===== config.mk =====
export PLATFORM = sky130hd
export DESIGN_NAME = or_lane_scheduler
export DESIGN_NICKNAME = d
export VERILOG_FILES = /design/src/rtl/or_lane_pkg.sv /design/src/rtl/or_lane_cell.sv /design/src/rtl/or_lane_scheduler.sv
export SDC_FILE = /design/constraint.sdc
export NUM_CORES = 1
export LEC_CHECK = 0
export BUFFER_PORTS_ARGS = -buffer_cell sky130_fd_sc_hd__clkbuf_2
export CAP_MARGIN = 20
export CORE_ASPECT_RATIO = 1.1
export CORE_MARGIN = 5
export CORE_UTILIZATION = 49
export DETAILED_ROUTE_END_ITERATION = 16
export PLACE_DENSITY_LB_ADDON = 0.05
export SLEW_MARGIN = 20
export SYNTH_ARGS = -nofsm -noshare
export SYNTH_HDL_FRONTEND = slang
export SYNTH_HIERARCHICAL = 1
export SYNTH_SLANG_ARGS = --single-unit

===== constraint.sdc =====
create_clock -name clk -period 2.8 [get_ports clk]
set_clock_uncertainty 0.05 [all_clocks]
set_input_delay 0.56 -clock clk [delete_from_list [all_inputs] [get_ports clk]]
set_output_delay 0.56 -clock clk [all_outputs]
set_load 0.01 [all_outputs]

===== src/rtl/or_lane_pkg.sv =====
// rtl/or_lane_pkg.sv - shared types and defaults for the OR lane scheduler
package or_lane_pkg;

   typedef enum logic [1:0] {
      IDLE = 2'd0,
      RUN  = 2'd1,
      DONE = 2'd2
   } state_t;

   localparam int DEF_NREQ  = 4;
   localparam int DEF_WIDTH = 6;

endpackage


===== src/rtl/or_lane_cell.sv =====
// rtl/or_lane_cell.sv - the single shared 1-bit OR cell
module or_lane_cell (
   input  logic i1,
   input  logic i2,
   output logic o1
);

   assign o1 = i1 ? i1 : i2;

endmodule


===== src/rtl/or_lane_scheduler.sv =====
// rtl/or_lane_scheduler.sv - round-robin scheduler feeding operand pairs bit-serially through one OR cell
module or_lane_scheduler
   import or_lane_pkg::*;
#(
   parameter int NREQ  = DEF_NREQ,
   parameter int WIDTH = DEF_WIDTH
) (
   input  logic                      clk,
   input  logic                      rst_n,
   input  logic [NREQ-1:0]           req_valid,
   output logic [NREQ-1:0]           req_ready,
   input  logic [NREQ*WIDTH-1:0]     req_a,
   input  logic [NREQ*WIDTH-1:0]     req_b,
   output logic                      rsp_valid,
   input  logic                      rsp_ready,
   output logic [$clog2(NREQ)-1:0]   rsp_id,
   output logic [WIDTH-1:0]          rsp_data,
   output logic                      busy
);

   localparam int IDW = $clog2(NREQ);
   localparam int CW  = $clog2(WIDTH + 1);
   localparam logic [IDW-1:0] LAST_ID  = IDW'(NREQ - 1);
   localparam logic [CW-1:0]  LAST_BIT = CW'(WIDTH - 1);

   state_t           state, state_n;
   logic [IDW-1:0]   ptr;
   logic [IDW-1:0]   grant;
   logic [IDW-1:0]   id_q;
   logic [CW-1:0]    cnt;
   logic [WIDTH-1:0] a_q, b_q, res_q;
   logic             cell_i1, cell_i2, cell_o;

   // First valid requester strictly after ptr, wrapping modulo NREQ.
   function automatic logic [IDW-1:0] rr_pick(input logic [NREQ-1:0] v,
                                              input logic [IDW-1:0]  p);
      logic [IDW-1:0] idx;
      logic [IDW-1:0] sel;
      logic           found;
      idx   = p;
      sel   = '0;
      found = 1'b0;
      for (int i = 0; i < NREQ; i++) begin
         idx = (idx == LAST_ID) ? '0 : idx + 1'b1;
         if (!found && v[idx]) begin
            sel   = idx;
            found = 1'b1;
         end
      end
      return sel;
   endfunction

   assign grant = rr_pick(req_valid, ptr);

   assign cell_i1 = a_q[cnt];
   assign cell_i2 = b_q[cnt];

   or_lane_cell u_cell (
      .i1 (cell_i1),
      .i2 (cell_i2),
      .o1 (cell_o)
   );

   always_ff @(posedge clk or negedge rst_n) begin
      if (!rst_n) state <= IDLE;
      else        state <= state_n;
   end

   always_comb begin
      state_n   = state;
      req_ready = '0;
      case (state)
         IDLE: begin
            if (|req_valid) begin
               req_ready[grant] = 1'b1;
               state_n          = RUN;
            end
         end
         RUN: begin
            if (cnt == LAST_BIT) state_n = DONE;
         end
         DONE: begin
            if (rsp_ready) state_n = IDLE;
         end
         default: state_n = IDLE;
      endcase
   end

   always_ff @(posedge clk or negedge rst_n) begin
      if (!rst_n) begin
         ptr   <= LAST_ID;
         id_q  <= '0;
         cnt   <= '0;
         a_q   <= '0;
         b_q   <= '0;
         res_q <= '0;
      end else begin
         case (state)
            IDLE: begin
               if (|req_valid) begin
                  a_q  <= req_a[grant*WIDTH +: WIDTH];
                  b_q  <= req_b[grant*WIDTH +: WIDTH];
                  id_q <= grant;
                  ptr  <= grant;
                  cnt  <= '0;
               end
            end
            RUN: begin
               res_q[cnt] <= cell_o;
               cnt        <= cnt + 1'b1;
            end
            default: ;
         endcase
      end
   end

   assign rsp_valid = (state == DONE);
   assign busy      = (state == RUN) || (state == DONE);
   assign rsp_id    = id_q;
   assign rsp_data  = res_q;

endmodule


==> run_results.csv <==
group,metric,value,unit
run_status,outcome,"complete, no violations",
clock_network,cts_buffers,3,
synth,syn_inst,184,
synth,synth-edff-count,0,
synth,synth-seq-area-share,38.06,%
drt,route.vias.total,1647,
clock_network,cts_htree_levels,1,
drt,routed_wl,4.423,mm
final_layout,nets,315,
power,p_leak,1.060,nW
global_route,overflow,0,
synth,synth_area_per_cell,9.683,um^2
sta,tightest_slew,659.9,ps
sta,clock.fmax,364.4,MHz
clock_network,cts_tree,"done",
critical_path,endpoint,"req_ready[2]",
final_layout,final_area,2253,um^2
clock_network,cts_buffer_depth,2,
sta,setup_tns,0,ps
critical_path,timing.rr.end,"a_q[4]$_DFFE_PN0P_",
critical_path,startpoint,"ptr[1]$_DFFE_PN1P_",
critical_path,critPathKind,"reg -> out",
job,drv_cap,0,
global_route,grt_pass1_vias,1715,
power,p_per_area,1089,nW/um^2
final_layout,fin_cells,303,
die,die_width,67.50,um
critical_path,reg2reg_slack,400,ps
drt,dr.pass1.iters,4,
critical_path,cp-end-kind,"output port",
critical_path,required,2190,ps
drt,drc,0,
global_route,grt_first_pass_wirelength,7.610,mm
die,dieArea,4944,um^2
sta,finalHoldViolCount,0,
critical_path,regToRegStartpoint,"ptr[1]$_DFFE_PN1P_",
place,gp_routability_congestion,0.8490,
critical_path,cp-start-kind,"register",
sta,fin_hold_ws,254.7,ps
die,rows,23,
final_layout,post-route-util,63.15,%
synth,syn_nets,245,
final_layout,syn_to_final_growth,26.47,%
critical_path,crit_fanout,6,
drt,wl_per_cell,14.60,um
global_route,grt_util_all_layers,19.45,%
synth,synth_area,1782,um^2
clock_network,cts_root_buf,"clkbuf_8",
place,dpl_cell_area,2150,um^2
place,dp_hpwl,3.594,mm
final_layout,num_antenna_cells,0,
power,max-vdd-ir-drop,0.0006023,V
clock_network,clk_pin_slew,90,ps
synth,synthArstFlopShare,100.0,%
synth,synth_seq_cells,27,
die,die_h,73.25,um
synth,yosys_warnings,6,
drt,first_iter_violations,60,
place,dp_cells,295,
synth,synthDistinctLibCells,39,
sta,period_share,98.02,%
drt,drtAntennaViolNets,0,
clock_network,cts.sinks,27,
final_layout,fill_cells,353,
global_route,grt_max_degree,28,
sta,relSlewSlack,56.01,%
critical_path,cp_data_arrival_time,2130,ps
min_path,min_path_type,"in -> async",
place,place_ws,164.3,ps
die,initial_core_util,49.93,%
final_layout,layout-drive-gt1-share,42.29,%
final_layout,register_area,678.2,um^2
synth,ys.flop_type,"dfrtp_1",
die,coreArea,3568,um^2
place,numPortBuffers,68,
drt,avgViaCountPerCell,5.436,
synth,synthTopCellsByCount,"dfrtp_1, nor2_1, a211oi_1",
sta,finalSetupViolCount,0,
synth,synth_most_common_cell,"dfrtp_1",
sta,slew_viol_final,0,
critical_path,r2r_cells,7,
power,fin_total_pwr,2.454,mW
final_layout,multiInputGateArea,1033,um^2
synth,synth_top_area_share,35.11,%
die,io_pins,69,
clock_network,clk_latency,260,ps
sta,period_minus_slack,2745,ps
synth,yosys-top-cells-area,"dfrtp_1, mux2i_1, a211oi_1",
synth,synth_top_cell_by_area,"dfrtp_1",
global_route,antenna_found_initial,0,
clock_network,hold_buffers,0,
sta,finalWorstSetupSlack,55.47,ps
-- cells in the final DEF (no fill, tap or decap), types with 3 or more instances in the layout --
master,instances
a211oi_1,18
a211oi_2,6
a21boi_0,13
a21oi_1,7
buf_4,10
clkbuf_2,68
clkbuf_8,3
dfrtp_1,25
ha_1,5
inv_1,5
mux2_2,9
mux2i_1,14
nand2_1,12
nor2_1,19
o21ai_0,6
-- repair_timing --
item                       in CTS  in global routing
gates cloned                    0                  0
buffers inserted                1                  3
pin swaps                       3                  2
resized for setup               7                  2
setup endpoints to repair       4                  4
hold endpoints to repair        0                  0
-- worst max-delay path, cell delays in order, from the launching register on --
cell	delay [ps]
dfstp_2	550
ha_2	320
a21oi_2	150
nor4_1	80
or4b_4	530
nor2_2	110
clkbuf_2	140
-- routing by layer --
metal / up-vias / part of all wire [%] / wire length (um) / track usage [%]
met3: 8 / 5.8 / 256 / 1.849
met5: - / 0 / 0 / 0
met2: 71 / 51 / 2271 / 35.14
met1: 759 / 41 / 1819 / 24.05
li1: 809 / - / - / -
met4: 0 / 1.7 / 76 / 5.631
-- where the power goes --
group,internal [mW],switching (mW),total [mW],leakage (nW)
sequential,0.592,0.139,0.731,0.306
clock,0.102,0.112,0.214,0.0228
combinational,0.689,0.820,1.51,0.731
-- state kept, by name, summed over array words and instances, names as in the netlist --
signal and cells:
a_q 6, state 2, b_q 6, rsp_id 2, ptr 2, cnt 3
rsp_data 6
-- area by class of cell --
class                           count  area share (%)
Inverter                            5          0.8329
Sequential cell                    27           30.09
Multi-Input combinational cell    139           45.86
Tap cell                           50           2.776
Timing Repair Buffer               78           18.43
Clock buffer                        4           1.999
-- how the worst min path moves through the flow --
stage	to	slack [ps]	startpoint
6_report	cnt[0]$_DFFE_PN0P_	250	rst_n
3_5_place_dp	ptr[1]$_DFFE_PN1P_	410	ptr[1]$_DFFE_PN1P_
3_3_place_gp	ptr[1]$_DFFE_PN1P_	410	ptr[1]$_DFFE_PN1P_
5_1_grt	state[0]$_DFFE_PN0P_	320	rst_n
4_1_cts	state[0]$_DFFE_PN0P_	280	rst_n
2_1_floorplan	a_q[0]$_DFFE_PN0P_	210	rst_n
-- cell families after synthesis --
group,synth area share [%]
AOI/OAI and AO/OA,25.07
buffers and inverters,5.548
DFF,38.06
adders and majority gates,4.213
and+or+nand+nor,13.55
muxes,13.55
No activity file was read; power rests on OpenSTA's default activity.
